==> config.mk <==
export PLATFORM = sky130hd
export DESIGN_NAME = bit_serial_tx
export DESIGN_NICKNAME = d
export VERILOG_FILES = /design/src/rtl/bit_serial_tx.sv
export SDC_FILE = /design/constraint.sdc
export NUM_CORES = 1
export LEC_CHECK = 0
export ABC_AREA = 0
export ABC_CLOCK_PERIOD_IN_PS = 1900
export CORE_MARGIN = 4
export CORE_UTILIZATION = 49
export DETAILED_ROUTE_END_ITERATION = 8
export PLACE_DENSITY_LB_ADDON = 0.2
export SETUP_SLACK_MARGIN = 0.4
export SLEW_MARGIN = 15
export SYNTH_ARGS = -nofsm -noshare
export SYNTH_HDL_FRONTEND = slang
export SYNTH_SLANG_ARGS = --single-unit
==> constraint.sdc <==
create_clock -name clk -period 1.9 [get_ports clk]
set_input_delay 0.285 -clock clk [delete_from_list [all_inputs] [get_ports clk]]
set_output_delay 0.285 -clock clk [all_outputs]
set_load 0.02 [all_outputs]
==> src/rtl/bit_serial_tx.sv <==
// Parallel-to-serial transmitter: accepts a word on a valid/ready handshake and
// shifts it out LSB-first on tx_d with a frame strobe and optional even parity.
module bit_serial_tx #(
    parameter int WIDTH     = 8,
    parameter bit PARITY_EN = 1
) (
    input  logic             clk,
    input  logic             reset,
    input  logic             load_valid,
    output logic             load_ready,
    input  logic [WIDTH-1:0] load_data,
    output logic             tx_d,
    output logic             tx_frame,
    output logic             tx_done
);

    localparam int CW = $clog2(WIDTH);

    typedef enum logic [1:0] {IDLE, SHIFT, PARITY} state_t;

    state_t           state, state_nxt;
    logic [WIDTH-1:0] sreg, sreg_nxt;
    logic [CW-1:0]    cnt, cnt_nxt;
    logic             par, par_nxt;
    logic             tx_d_nxt, tx_frame_nxt, tx_done_nxt, load_ready_nxt;

    always_ff @(posedge clk or negedge reset) begin
        if (!reset) begin
            state      <= IDLE;
            sreg       <= '0;
            cnt        <= '0;
            par        <= 1'b0;
            tx_d       <= 1'b0;
            tx_frame   <= 1'b0;
            tx_done    <= 1'b0;
            load_ready <= 1'b1;
        end else begin
            state      <= state_nxt;
            sreg       <= sreg_nxt;
            cnt        <= cnt_nxt;
            par        <= par_nxt;
            tx_d       <= tx_d_nxt;
            tx_frame   <= tx_frame_nxt;
            tx_done    <= tx_done_nxt;
            load_ready <= load_ready_nxt;
        end
    end

    // cnt holds the number of bits still to present after the one on tx_d now;
    // par accumulates every bit as it is presented, so it is complete at cnt == 0.
    always_comb begin
        state_nxt      = state;
        sreg_nxt       = sreg;
        cnt_nxt        = cnt;
        par_nxt        = par;
        tx_d_nxt       = 1'b0;
        tx_frame_nxt   = 1'b0;
        tx_done_nxt    = 1'b0;
        load_ready_nxt = 1'b0;

        case (state)
            IDLE: begin
                load_ready_nxt = 1'b1;
                if (load_valid && load_ready) begin
                    sreg_nxt       = load_data;
                    cnt_nxt        = CW'(WIDTH - 1);
                    par_nxt        = load_data[0];
                    state_nxt      = SHIFT;
                    tx_d_nxt       = load_data[0];
                    tx_frame_nxt   = 1'b1;
                    load_ready_nxt = 1'b0;
                end
            end
            SHIFT: begin
                if (cnt != '0) begin
                    sreg_nxt     = sreg >> 1;
                    cnt_nxt      = cnt - 1'b1;
                    tx_d_nxt     = sreg[1];
                    par_nxt      = par ^ sreg[1];
                    tx_frame_nxt = 1'b1;
                end else if (PARITY_EN) begin
                    state_nxt    = PARITY;
                    tx_d_nxt     = par;
                    tx_frame_nxt = 1'b1;
                end else begin
                    state_nxt      = IDLE;
                    tx_done_nxt    = 1'b1;
                    load_ready_nxt = 1'b1;
                end
            end
            PARITY: begin
                state_nxt      = IDLE;
                tx_done_nxt    = 1'b1;
                load_ready_nxt = 1'b1;
            end
            default: begin
                state_nxt      = IDLE;
                load_ready_nxt = 1'b1;
            end
        endcase
    end

endmodule

==> report_table.html <==
<table>
<tr><th>Metric</th><th>Value</th></tr>
<tr><th colspan="2">Outcome</th></tr>
<tr><td>Outcome</td><td>finished clean</td></tr>
<tr><th colspan="2">Routing</th></tr>
<tr><td>Number of detailed-route iterations in the first pass</td><td>2</td></tr>
<tr><td>Average routed wire per standard cell</td><td>about 13 µm</td></tr>
<tr><td>Via density</td><td>5.286</td></tr>
<tr><td>Via total after detailed routing</td><td>about 560</td></tr>
<tr><td>Total Wirelength</td><td>roughly 1400 µm</td></tr>
<tr><td>DRC marker count from the first detailed-route iteration</td><td>4</td></tr>
<tr><td>Drt drc</td><td>0</td></tr>
<tr><td>Final antenna-violating net count</td><td>0</td></tr>
<tr><th colspan="2">STA</th></tr>
<tr><td>Worst Slack Setup Final</td><td>0.4119 ns</td></tr>
<tr><td>Final Max Slew Viols</td><td>0</td></tr>
<tr><td>Final setup violation count</td><td>0</td></tr>
<tr><td>Minimum period implied by the final worst setup slack</td><td>1.488 ns</td></tr>
<tr><td>Relative max-transition margin</td><td>0.7444</td></tr>
<tr><td>Share of the cycle needed by the critical path after routing</td><td>0.7832</td></tr>
<tr><td>Worst-margin pin slew</td><td>~0.38 ns</td></tr>
<tr><td>Number of failing hold endpoints at the final stage</td><td>0</td></tr>
<tr><td>Setup Total Neg Slack</td><td>0 ns</td></tr>
<tr><td>Post-Route Skew</td><td>0.004013 ns</td></tr>
<tr><td>F_max</td><td>0.6720 GHz</td></tr>
<tr><td>Unrepaired setup endpoints after global routing</td><td>yes</td></tr>
<tr><th colspan="2">Worst setup path</th></tr>
<tr><td>Source of the worst register-to-register timing path</td><td>cnt[0]</td></tr>
<tr><td>Depth of the worst register-to-register path</td><td>7</td></tr>
<tr><td>Nature of the critical path endpoint</td><td>register</td></tr>
<tr><td>Longest individual stage delay on the worst path</td><td>between 0.3 and 0.4 ns</td></tr>
<tr><td>Critical-path cell list</td><td>inv_1 &gt; ha_2 &gt; ha_4 &gt; nor3b_4 &gt; buf_6 &gt; nor2_4 &gt; a22o_1</td></tr>
<tr><td>Crit path DAT</td><td>1.67 ns</td></tr>
<tr><td>Required time of the critical path</td><td>2.08 ns</td></tr>
<tr><td>Startpoint-to-endpoint class of the critical path</td><td>reg2reg</td></tr>
<tr><td>Reg2reg setup slack</td><td>a little over 0.4 ns</td></tr>
<tr><td>Maximum fanout count along the critical path</td><td>4</td></tr>
<tr><td>CP startpoint kind</td><td>register</td></tr>
<tr><td>End of the worst register-to-register path</td><td>sreg[7]</td></tr>
<tr><td>Worst-path cell with the longest stage delay</td><td>sky130_fd_sc_hd__dfrtp_1</td></tr>
<tr><th colspan="2">Global route</th></tr>
<tr><td>Largest net degree at the start of global routing</td><td>18</td></tr>
<tr><td>Overall overflow remaining after global route</td><td>0</td></tr>
<tr><td>Number of antenna violations at the first check in global routing</td><td>0</td></tr>
<tr><td>First-pass GRT wire length</td><td>about 2200 µm</td></tr>
<tr><td>Vias in the first global route</td><td>~520</td></tr>
<tr><td>GRT Util Overall</td><td>0.1349</td></tr>
<tr><th colspan="2">Die</th></tr>
<tr><td>Number of cell rows</td><td>14</td></tr>
<tr><td>Chip Width</td><td>between 40 and 50 µm</td></tr>
<tr><td>Area inside the core boundary</td><td>1506 µm²</td></tr>
<tr><td>Die Y</td><td>47.76 µm</td></tr>
<tr><td>I/O pin count</td><td>15</td></tr>
<tr><td>Floorplan die area</td><td>2281 µm²</td></tr>
<tr><td>Initial Utilization</td><td>0.5141</td></tr>
<tr><th colspan="2">Clock tree</th></tr>
<tr><td>CTS root buffer</td><td>sky130_fd_sc_hd__clkbuf_4</td></tr>
<tr><td>Clock transition at path regs</td><td>roughly 0.10 ns</td></tr>
<tr><td>TritonCTS clock tree</td><td>built</td></tr>
<tr><td>Later-pin clock latency in the skew report</td><td>~0.29 ns</td></tr>
<tr><td>TritonCTS Sinks</td><td>17</td></tr>
<tr><td>Number of hold buffers added after cts</td><td>0</td></tr>
<tr><td>Maximum buffer depth of the clock tree</td><td>2</td></tr>
<tr><td>Number of levels in the clock H-tree</td><td>1</td></tr>
<tr><td>Clock buffers created by TritonCTS</td><td>3</td></tr>
<tr><th colspan="2">Finish</th></tr>
<tr><td>Number of fill cells</td><td>119</td></tr>
<tr><td>Final cell utilization of the core</td><td>0.6910</td></tr>
<tr><td>Area growth from synthesis to final layout</td><td>34.41%</td></tr>
<tr><td>Area of combinational cells with multiple inputs</td><td>339.1 µm²</td></tr>
<tr><td># nets final</td><td>103</td></tr>
<tr><td>Share of cells above drive strength 1</td><td>0.3034</td></tr>
<tr><td>Count of non-filler cells in the finished layout</td><td>105</td></tr>
<tr><td># diodes</td><td>0</td></tr>
<tr><td>Register area</td><td>426.7 µm²</td></tr>
<tr><th colspan="2">Logic synthesis</th></tr>
<tr><td>Count of yosys warnings during synthesis</td><td>0</td></tr>
<tr><td>Distinct cell type count of the synthesized netlist</td><td>24</td></tr>
<tr><td>Seq cells post-synth</td><td>17</td></tr>
<tr><td>Part of the Yosys area used for sequential elements</td><td>0.5509</td></tr>
<tr><td>Post-synth net total</td><td>79</td></tr>
<tr><td>Summed instance area of the synthesized netlist</td><td>between 700 and 800 µm²</td></tr>
<tr><td>Mapped Avg Cell Area</td><td>11.73 µm²</td></tr>
<tr><td>Number of instances in the synthesized netlist</td><td>66</td></tr>
<tr><th colspan="2">Place</th></tr>
<tr><td>Total instance count after detailed placement</td><td>95</td></tr>
<tr><td>Worst-case setup slack after placement</td><td>roughly 0.18 ns</td></tr>
<tr><td>Final weighted congestion in routability-driven placement</td><td>0.7369</td></tr>
<tr><td>Number of buffers inserted by port buffering</td><td>14</td></tr>
<tr><td>HPWL after detailed placement</td><td>932.9 µm</td></tr>
<tr><th colspan="2">Pwr</th></tr>
<tr><td>Static Leak</td><td>0.4912 nW</td></tr>
<tr><td>Highest ir drop seen on vdd</td><td>slightly above 0.9 mV</td></tr>
<tr><td>Power density of the placed cells</td><td>approximately 1700 nW/µm²</td></tr>
<tr><th colspan="2">Hold path</th></tr>
<tr><td>Worst hold path class</td><td>in2async</td></tr>
<tr><th colspan="2">Job</th></tr>
<tr><td>MaxCap Viol Count</td><td>0</td></tr>
</table>
-- cells by family (layout without fill, tap and decap cells) --
logic type / count (synthesis) / in the layout / share of synthesized area
AOI/OAI and AO/OA: 13 / 13 / 0.1082
muxes: 7 / 7 / 0.09209
and+or+nand+nor: 18 / 18 / 0.1567
DFF: 17 / 17 / 0.5509
buffers and inverters: 9 / 32 / 0.05977
adders and majority gates: 2 / 2 / 0.03231
-- flip-flops by register name, summed over array words and instances, names as in the netlist --
register    cells
cnt             3
load_ready      1
par             1
sreg            7
state           2
tx_d            1
tx_done         1
tx_frame        1
-- cell type report --
type,instances,area share
Clock buffer,3,0.02163
Clock inverter,1,0.004808
Multi-Input combinational cell,40,0.3257
Sequential cell,17,0.4099
Timing Repair Buffer,22,0.1947
Tap cell,16,0.01923
Inverter,6,0.02404
-- worst max path at each step --
stage	slack, ns	start	endpoint
floorplan	0.42	cnt[0]	par
global placement	0.23	cnt[0]	sreg[4]
detailed placement	0.18	cnt[0]	sreg[6]
CTS	0.41	cnt[0]	sreg[7]
global route	0.35	cnt[0]	sreg[7]
finish	0.41	cnt[0]	sreg[7]
-- synth_stat cells --
cell	count	area share
sky130_fd_sc_hd__nand2_1	3	0.015
sky130_fd_sc_hd__nor3_1	7	0.045
sky130_fd_sc_hd__mux2_2	1	0.015
sky130_fd_sc_hd__nor2_1	1	0.0048
sky130_fd_sc_hd__o211ai_2	1	0.016
sky130_fd_sc_hd__nor3b_4	1	0.024
sky130_fd_sc_hd__nor2b_1	1	0.0081
sky130_fd_sc_hd__dfrtp_1	16	0.52
sky130_fd_sc_hd__and2_1	1	0.0081
sky130_fd_sc_hd__buf_6	1	0.015
sky130_fd_sc_hd__nor2_4	1	0.015
sky130_fd_sc_hd__ha_1	2	0.032
sky130_fd_sc_hd__buf_4	1	0.0097
sky130_fd_sc_hd__inv_1	6	0.029
sky130_fd_sc_hd__a22oi_1	2	0.019
sky130_fd_sc_hd__dfstp_2	1	0.034
sky130_fd_sc_hd__and2b_1	1	0.0097
sky130_fd_sc_hd__mux2i_1	6	0.078
sky130_fd_sc_hd__buf_2	1	0.0065
sky130_fd_sc_hd__and4bb_4	1	0.021
sky130_fd_sc_hd__a22o_1	1	0.011
sky130_fd_sc_hd__nand3_1	1	0.0065
sky130_fd_sc_hd__a21oi_1	8	0.052
sky130_fd_sc_hd__a21o_1	1	0.0097
-- power breakdown --
| part | leakage [nW] | switching, mW | internal [mW] | total, mW |
|---|---|---|---|---|
| logic | 0.275 | 0.473 | 0.472 | 0.945 |
| clock network | 0.0177 | 0.111 | 0.0782 | 0.189 |
| registers | 0.199 | 0.0846 | 0.534 | 0.619 |
-- stage by stage --
step | hold WS [ns] | instance area (µm²) | total power [mW]
finish | 0.3111 | 1041 | 1.753
detailed placement | 0.4907 | 925.9 | 1.381
CTS | 0.3142 | 1011 | 1.686
floorplan | -0.01059 | 774.5 | 1.189
global route | 0.3254 | 1041 | 1.890
global placement | 0.4779 | 925.9 | 1.361
-- cells in the final DEF (no fill, tap or decap), types with 2 or more instances in the layout --
cell type                         synthesis  final
sky130_fd_sc_hd__buf_4                    1      6
sky130_fd_sc_hd__a21oi_2                  0      6
sky130_fd_sc_hd__clkbuf_4                 0      3
sky130_fd_sc_hd__a22oi_1                  2      2
sky130_fd_sc_hd__dlygate4sd2_1            0      4
sky130_fd_sc_hd__inv_1                    6      5
sky130_fd_sc_hd__buf_6                    1      2
sky130_fd_sc_hd__clkdlybuf4s50_1          0     10
sky130_fd_sc_hd__nor3_1                   7      7
sky130_fd_sc_hd__dfrtp_1                 16     16
sky130_fd_sc_hd__nand2_1                  3      3
sky130_fd_sc_hd__a21oi_1                  8      2
sky130_fd_sc_hd__mux2i_1                  6      6
-- worst max-delay path: cells and delay by family, from the launching register on --
kind | cells | cell delay [ns]
DFF | 1 | 0.36
adders and majority gates | 2 | 0.35
and+or+nand+nor | 2 | 0.29
buffers and inverters | 2 | 0.20
AOI/OAI and AO/OA | 1 | 0.18
-- timing repair --
action | 4_1_cts | 5_1_grt
setup endpoints to repair | 16 | 11
buffers inserted | 5 | 1
pin swaps | 1 | 1
resized for setup | 11 | 6
-- metal layers --
layer	vias up	share of wire	GRT usage
met2	11	0.47	0.2190
met3	0	0.059	0.02256
li1	273	-	-
met4	0	0	0.04839
met5	-	0	0
met1	271	0.47	0.1808
No activity file was read; power rests on OpenSTA's default activity.
